`src/rtl/cmp_unit_seq.sv`:
```
// Multi-cycle RV32 branch comparator: subtracts a - b CHUNK bits per cycle, LSB chunk first.
// Optional macro CMP_EARLY_EXIT_EN: EQ/NE finish on the first mismatching chunk.
module cmp_unit_seq #(
    parameter int unsigned N     = 32,
    parameter int unsigned CHUNK = 8
) (
    input  logic         clk,
    input  logic         rst,
    input  logic         i_valid,
    output logic         i_ready,
    input  logic [N-1:0] i_a,
    input  logic [N-1:0] i_b,
    input  logic [2:0]   i_funct,
    output logic         o_valid,
    input  logic         o_ready,
    output logic         o_result,
    output logic         o_eq,
    output logic         o_lt,
    output logic         o_ltu,
    output logic         o_illegal
);

    localparam int unsigned NCHUNK = N / CHUNK;
    localparam int unsigned IDX_W  = (NCHUNK > 1) ? $clog2(NCHUNK) : 1;

    typedef enum logic [1:0] {
        IDLE,
        BUSY,
        DONE
    } state_t;

    state_t             state_q, state_d;
    logic [N-1:0]       a_q, b_q;
    logic [2:0]         funct_q;
    logic               carry_q;
    logic [IDX_W-1:0]   idx_q;
    logic               eq_acc_q;

    logic               accept, finish, last, early;
    logic [CHUNK-1:0]   a_chunk, b_chunk;
    logic [CHUNK:0]     sum;
    logic               chunk_eq, eq_next, msb_cin, cout;
    logic               eq_op, illegal_op;
    logic               f_eq, f_lt, f_ltu, f_result;

    assign i_ready = (state_q == IDLE) && !rst;

    // Operand registers shift right each BUSY cycle, so the live chunk is always at the bottom
    assign a_chunk  = a_q[CHUNK-1:0];
    assign b_chunk  = b_q[CHUNK-1:0];
    assign sum      = {1'b0, a_chunk} + {1'b0, ~b_chunk} + (CHUNK+1)'(carry_q);
    assign cout     = sum[CHUNK];
    assign msb_cin  = a_chunk[CHUNK-1] ^ ~b_chunk[CHUNK-1] ^ sum[CHUNK-1];
    assign chunk_eq = (a_chunk == b_chunk);
    assign eq_next  = eq_acc_q & chunk_eq;
    assign last     = (idx_q == IDX_W'(NCHUNK - 1));

    assign eq_op      = (funct_q[2:1] == 2'b00);
    assign illegal_op = (funct_q[2:1] == 2'b01);

`ifdef CMP_EARLY_EXIT_EN
    assign early = eq_op && !chunk_eq;
`else
    assign early = 1'b0;
`endif

    // Final flags, valid in the cycle that finishes the subtraction
    assign f_eq  = eq_next;
    assign f_lt  = early ? 1'b0 : (sum[CHUNK-1] ^ msb_cin ^ cout);
    assign f_ltu = early ? 1'b0 : ~cout;

    always_comb begin
        f_result = 1'b0;
        case (funct_q)
            3'b000:  f_result = f_eq;
            3'b001:  f_result = ~f_eq;
            3'b100:  f_result = f_lt;
            3'b101:  f_result = ~f_lt;
            3'b110:  f_result = f_ltu;
            3'b111:  f_result = ~f_ltu;
            default: f_result = 1'b0;
        endcase
    end

    // Next-state and control strobes
    always_comb begin
        state_d = state_q;
        accept  = 1'b0;
        finish  = 1'b0;
        case (state_q)
            IDLE: begin
                if (i_valid && i_ready) begin
                    accept  = 1'b1;
                    state_d = BUSY;
                end
            end
            BUSY: begin
                if (last || early) begin
                    finish  = 1'b1;
                    state_d = DONE;
                end
            end
            DONE: begin
                if (o_ready) state_d = IDLE;
            end
            default: state_d = IDLE;
        endcase
    end

    always_ff @(posedge clk) begin
        if (rst) state_q <= IDLE;
        else     state_q <= state_d;
    end

    always_ff @(posedge clk) begin
        if (rst) begin
            a_q       <= '0;
            b_q       <= '0;
            funct_q   <= '0;
            carry_q   <= 1'b0;
            idx_q     <= '0;
            eq_acc_q  <= 1'b0;
            o_valid   <= 1'b0;
            o_result  <= 1'b0;
            o_eq      <= 1'b0;
            o_lt      <= 1'b0;
            o_ltu     <= 1'b0;
            o_illegal <= 1'b0;
        end else begin
            if (accept) begin
                a_q      <= i_a;
                b_q      <= i_b;
                funct_q  <= i_funct;
                carry_q  <= 1'b1;
                idx_q    <= '0;
                eq_acc_q <= 1'b1;
            end
            if (state_q == BUSY) begin
                a_q      <= a_q >> CHUNK;
                b_q      <= b_q >> CHUNK;
                carry_q  <= cout;
                eq_acc_q <= eq_next;
                if (!last) idx_q <= idx_q + IDX_W'(1);
            end
            if (finish) begin
                o_valid   <= 1'b1;
                o_eq      <= f_eq;
                o_lt      <= f_lt;
                o_ltu     <= f_ltu;
                o_illegal <= illegal_op;
                o_result  <= illegal_op ? 1'b0 : f_result;
            end
            if (state_q == DONE && o_ready) o_valid <= 1'b0;
        end
    end

endmodule

```
`config.mk`:
```
export PLATFORM = sky130hd
export DESIGN_NAME = cmp_unit_seq
export DESIGN_NICKNAME = d
export VERILOG_FILES = /design/src/rtl/cmp_unit_seq.sv
export SDC_FILE = /design/constraint.sdc
export NUM_CORES = 1
export LEC_CHECK = 0
export CAP_MARGIN = 20
export CORE_UTILIZATION = 28
export DETAILED_ROUTE_END_ITERATION = 10
export PLACE_DENSITY = 0.54
export SLEW_MARGIN = 20
export SYNTH_ARGS = -nofsm -noshare
export SYNTH_HDL_FRONTEND = slang
export SYNTH_SLANG_ARGS = --single-unit
```
`constraint.sdc`:
```
create_clock -name clk -period 2.2 [get_ports clk]
set_clock_uncertainty 0.2 [all_clocks]
set_input_delay 0.22 -clock clk [delete_from_list [all_inputs] [get_ports clk]]
set_output_delay 0.22 -clock clk [all_outputs]
set_load 0.005 [all_outputs]
```
* Word-level counts from Yosys, hierarchy flattened *
Index checks and enable logic that the tools add are counted.

word-level totals
  output and inout port bits = 7
  word-level logic and storage cells = 71
  input port bits = 71
  register bits after elaboration = 79

operators by class
  reduce and logical (&&, ||, !) cells = 10
  eq/ne operators = 13
  add/subtract/negate cells = 3
  muxes and demuxes = 20
  bitwise logic cells = 10

operator list
  operator                                                               count
  24-bit 2-to-1 mux                                                      4
  3-bit equality test, second input constant                             4
  2-bit 2-to-1 mux                                                       6
  8-bit by 8-bit adder with 9-bit output                                 1
  9-bit by 1-bit adder with 9-bit output                                 1
  8-bit equality test                                                    1
  1-bit 2-to-1 mux                                                       8
  8-bit inverter                                                         1
  1-bit one-hot mux with 6 select lines                                  1
  2-bit one-hot mux with 3 select lines                                  1
  2-bit by 1-bit equality test with 1-bit output, second input constant  2
  2-bit equality test, second input constant                             2
  2-bit != test, second input constant                                   2
  1-bit inverter                                                         4
  2-bit OR reduction                                                     2
  1-bit bitwise XOR                                                      4
  3-bit by 1-bit equality test with 1-bit output, second input constant  1
  1-bit logical AND                                                      3
  3-bit logical NOT                                                      1
  3-bit AND reduction                                                    1
  2-bit by 1-bit adder with 2-bit output, second input constant          1
  2-bit logical NOT                                                      1
  2-bit by 1-bit != test with 1-bit output, second input constant        1
  2-bit nonzero test                                                     1
  2 further kinds                                                        2

* Logic depth before layout (Yosys ltp) *
  word-level depth = 9
  mapped depth = 8
  depth with buffers taken out = 7

* Worst setup path before layout *
OpenSTA, ideal clock, no wires.

  kind = register to register
  start = register b_q[2]
  end = register o_result
  stages on the path, launching flop included = 8
  setup slack = 0.107 ns
  library setup time = 0.116 ns
  path buffers = 0
  period minus slack after synthesis = 2.093 ns
  data required time = 1.884 ns
  data arrival time = 1.778 ns
  cell sequence = dfxtp_1 -> inv_1 -> ha_1 -> a21o_1 -> a221o_1 -> a221oi_4 -> o32ai_1 -> a31o_1

between the ends
  cells in the longest elaborated chain, start to end = 9
  elaborated cells between the ends (all ways) = 13
  those cells by class = 2 x add/sub; 1 x eq/ne; 2 x mux; 8 x bitwise

ends and longest elaborated chain
  what                                       RTL line  RTL
  from (decl)                                33        logic [N-1:0] a_q, b_q;
  from (signal assigned)                     132       b_q <= i_b;
  from (signal assigned)                     140       b_q <= b_q >> CHUNK;
  8-bit inverter                             51        assign sum = {1'b0, a_chunk} + {1'b0, ~b_chunk} + (CHUNK+1)'(carry_q);
  8-bit by 8-bit adder with 9-bit output     51
  9-bit by 1-bit adder with 9-bit output     51
  1-bit bitwise XOR                          53        assign msb_cin = a_chunk[CHUNK-1] ^ ~b_chunk[CHUNK-1] ^ sum[CHUNK-1];
  1-bit bitwise XOR (2 in series)            69        assign f_lt = early ? 1'b0 : (sum[CHUNK-1] ^ msb_cin ^ cout);
  1-bit inverter                             78        3'b101: f_result = ~f_lt;
  1-bit one-hot mux with 6 select lines (*)  74        case (funct_q)
  1-bit 2-to-1 mux (*)                       151       o_result <= illegal_op ? 1'b0 : f_result;
  to (signal assigned)                       151
  to (decl)                                  16        output logic o_result,

Every way passes the cells marked *; elsewhere a longest branch is shown, timed or not.
A chain may end at the register's enable or synchronous reset.

* Worst setup path in the final report *
  start = register b_q[1]
  end = register o_result

Same word-level chain as after synthesis.

==> results.toml <==
[timing]
setup_viol = 0
fmax_mhz = 470.3
worstMarginPinSlew_ns = 0.3858
whs_ns = 0.1790
fin_crit_ns = 2.127
finalCritPeriodShare_pct = 96.66
drv_slew = 0
setup_tns_ns = 0
hold_viol = 0
rsz0062_at_grt = "no"
relSlewSlack_pct = 74.19

[setup_path]
crit_end = "o_result$_SDFFE_PP0P_"
cp_data_required_time_ns = 2.22
path_max_fanout = 4
reg2reg_slack_ns = 0.07
r2r_end = "o_result$_SDFFE_PP0P_"
startpoint = "b_q[1]$_SDFFE_PP0P_"
reg2reg_depth = 7
worstReg2RegStart = "b_q[1]$_SDFFE_PP0P_"
crit_type = "reg2reg"
critPathLaunchType = "flip-flop"
critPathCaptureType = "flip-flop"
critPathArrivalTime_ns = 2.15

[route]
wire_per_inst_um = 13.62
antenna_left = 0
routed_via_density = 4.729
drtPass1Iterations = 4
route.detailed.drc = 0
wirelength_um = 9344
drt-initial-drc-count = 221
vias = 3244

[synth]
synth_top_area_cell = "dfxtp_1"
ys_seq_area_share_pct = 45.00
synth_seq_cells = 79
synth_area_per_cell_sq_um = 7.845
synth-edff-count = 0
synth.distinct_cells = 36
async_flop_share_pct = 0
synth_cells = 448
synth_nets = 528
yosys_warnings = 0
ys_top_cells_by_area = "dfxtp_1, nand2_1, a311oi_1, nor2_1, a21oi_1"
ys.flop_type = "dfxtp_1"
synth_top_area_share_pct = 45.00
netlist_area_sq_um = 3515

[floorplan]
io_pins = 78
core_region_area_sq_um = 12110
die_area_sq_um = 13000
die_w_um = 114.0
start_util_pct = 29.02
die_height_um = 114.0
fp-row-count = 40

[pwr]
vdd_drop_max_mv = 0.5045
power_uw = 3845
seqPwrFrac_pct = 41.3
pwr-share-comb_pct = 15.0
cellPowerDensity_nw_per_um2 = 785.2
swShare_pct = 24.78
power_switching_uw = 953.1
p_int_uw = 2892
power.static_leakage_uw = 0.001797
clock_power_share_pct = 43.6

[placed_design]
gp_congestion = 0.7302
hpwl_um = 6434
post_dp_cell_area_sq_um = 4494
port_buffers = 77

[final_layout]
nets = 593
final_util_pct = 40.43
final_area_sq_um = 4897
antenna_cells = 0
drive_above_1_share_pct = 10.04
multiInputGateArea_sq_um = 1784
area_delta_synth_final_pct = 39.34
seq_area_sq_um = 1589
nFillCells = 1248

[run_status]
status = "completed"

[cts]
htree_levels = 3
clock_path_buffers = 2
clkTransAtPathRegs_ns = 0.06
cts_root_buffer = "clkbuf_16"
clk_latency_ns = 0.34
cts.sinks = 79
cts_inserted_buffers = 9
cts_tree = "yes"
cts_hold_buf = 0

[global_routing]
antenna_found_initial = 0
grt_pass1_wl_um = 15370
first_global_vias = 3197
overflow = 0
grt_max_degree = 65
track_usage_pct = 15.07

[worst_hold_path]
hold_class = "in2reg"

[run]
drv_cap = 0
## state kept, by name, summed over array words and instances, names as in the netlist
register	flops
o_result	1
eq_acc_q	1
o_eq	1
o_valid	1
idx_q	2
a_q	32
o_lt	1
carry_q	1
b_q	32
o_ltu	1
funct_q	3
o_illegal	1
state_q	2
## cell usage after synthesis, types with 3 or more instances
cell type / instances
nand2_1: 140
a21oi_1: 25
inv_1: 11
nor2_1: 58
dfxtp_1: 79
nand3b_1: 3
ha_1: 9
buf_1: 3
clkbuf_1: 17
a311oi_1: 48
buf_4: 6
buf_2: 10
nor3_1: 5
nand2b_1: 4
## power groups by stage
stage	Sequential [uW]	Combinational (uW)	Clock (uW)
after floorplan	1600	329	0
after global placement	1610	555	0
after detailed placement	1610	562	0
after CTS	1580	566	1710
after global routing	1600	644	1770
final	1590	578	1680
## routing by layer
layer  GRT usage [%]  part of all wire (%)
met1           19.47                    49
met3           3.507                   4.0
met4           6.407                   1.7
met2           24.04                    45
met5               0                     0
## worst min path at each step
stage / start / end / depth (start not counted)
global placement: o_eq$_SDFFE_PP0P_ / o_eq$_SDFFE_PP0P_ / 2
detailed placement: b_q[28]$_SDFFE_PP0P_ / b_q[28]$_SDFFE_PP0P_ / 2
global route: rst / o_valid$_SDFFE_PP0P_ / 3
floorplan: i_funct[1] / funct_q[1]$_SDFFE_PP0P_ / 2
CTS: rst / o_valid$_SDFFE_PP0P_ / 3
finish: rst / o_valid$_SDFFE_PP0P_ / 3
## cell families after synthesis
group	synth area share, %
AND/OR/NAND/NOR	25.92
AO/OA/AOI/OAI	18.90
flip-flops	45.00
buffers and inverters	6.159
adder cells (fa/ha/maj)	3.204
multiplexers	0.5696
XOR/XNOR	0.2492
## placed cells by master (no fill, tap or decap), types with 3 or more instances in the layout
cell	count
nor2_1	58
buf_12	5
dfxtp_1	73
a21oi_1	25
ha_1	6
inv_1	8
clkdlybuf4s50_1	76
buf_4	9
nor3_1	5
nand2_1	139
nand2b_1	3
clkbuf_16	9
inv_2	3
a311oi_1	48
ha_4	3
nand3b_1	3
dfxtp_2	6
## worst max-delay path: stages, from the launching register on
cell	delay, ns
dfxtp_2	0.33
inv_2	0.03
ha_1	0.26
and3_4	0.15
a221o_1	0.33
a221oi_4	0.38
o32ai_2	0.13
a31o_1	0.20
## timing repair
action                     4_1_cts  5_1_grt
setup endpoints to repair        1        3
buffers inserted                 0        0
gates resized for setup          0       15
hold endpoints to repair         0        0
pin swaps                        1        4
## metrics by stage
step	std cells	worst slack (ns)
after floorplan	448	0.1067
after global placement	670	0.04143
after detailed placement	670	0.01205
after CTS	686	0.01397
after global routing	686	0.007916
final	686	0.07349
## layout make-up
cell class,instances,share of cell area [%]
Clock buffer,11,5.161
Tap cell,168,4.292
Multi-Input combinational cell,321,36.43
Inverter,11,0.8431
Clock inverter,5,1.763
Timing Repair Buffer,91,19.06
Sequential cell,79,32.45
No activity file was read; power rests on OpenSTA's default activity.
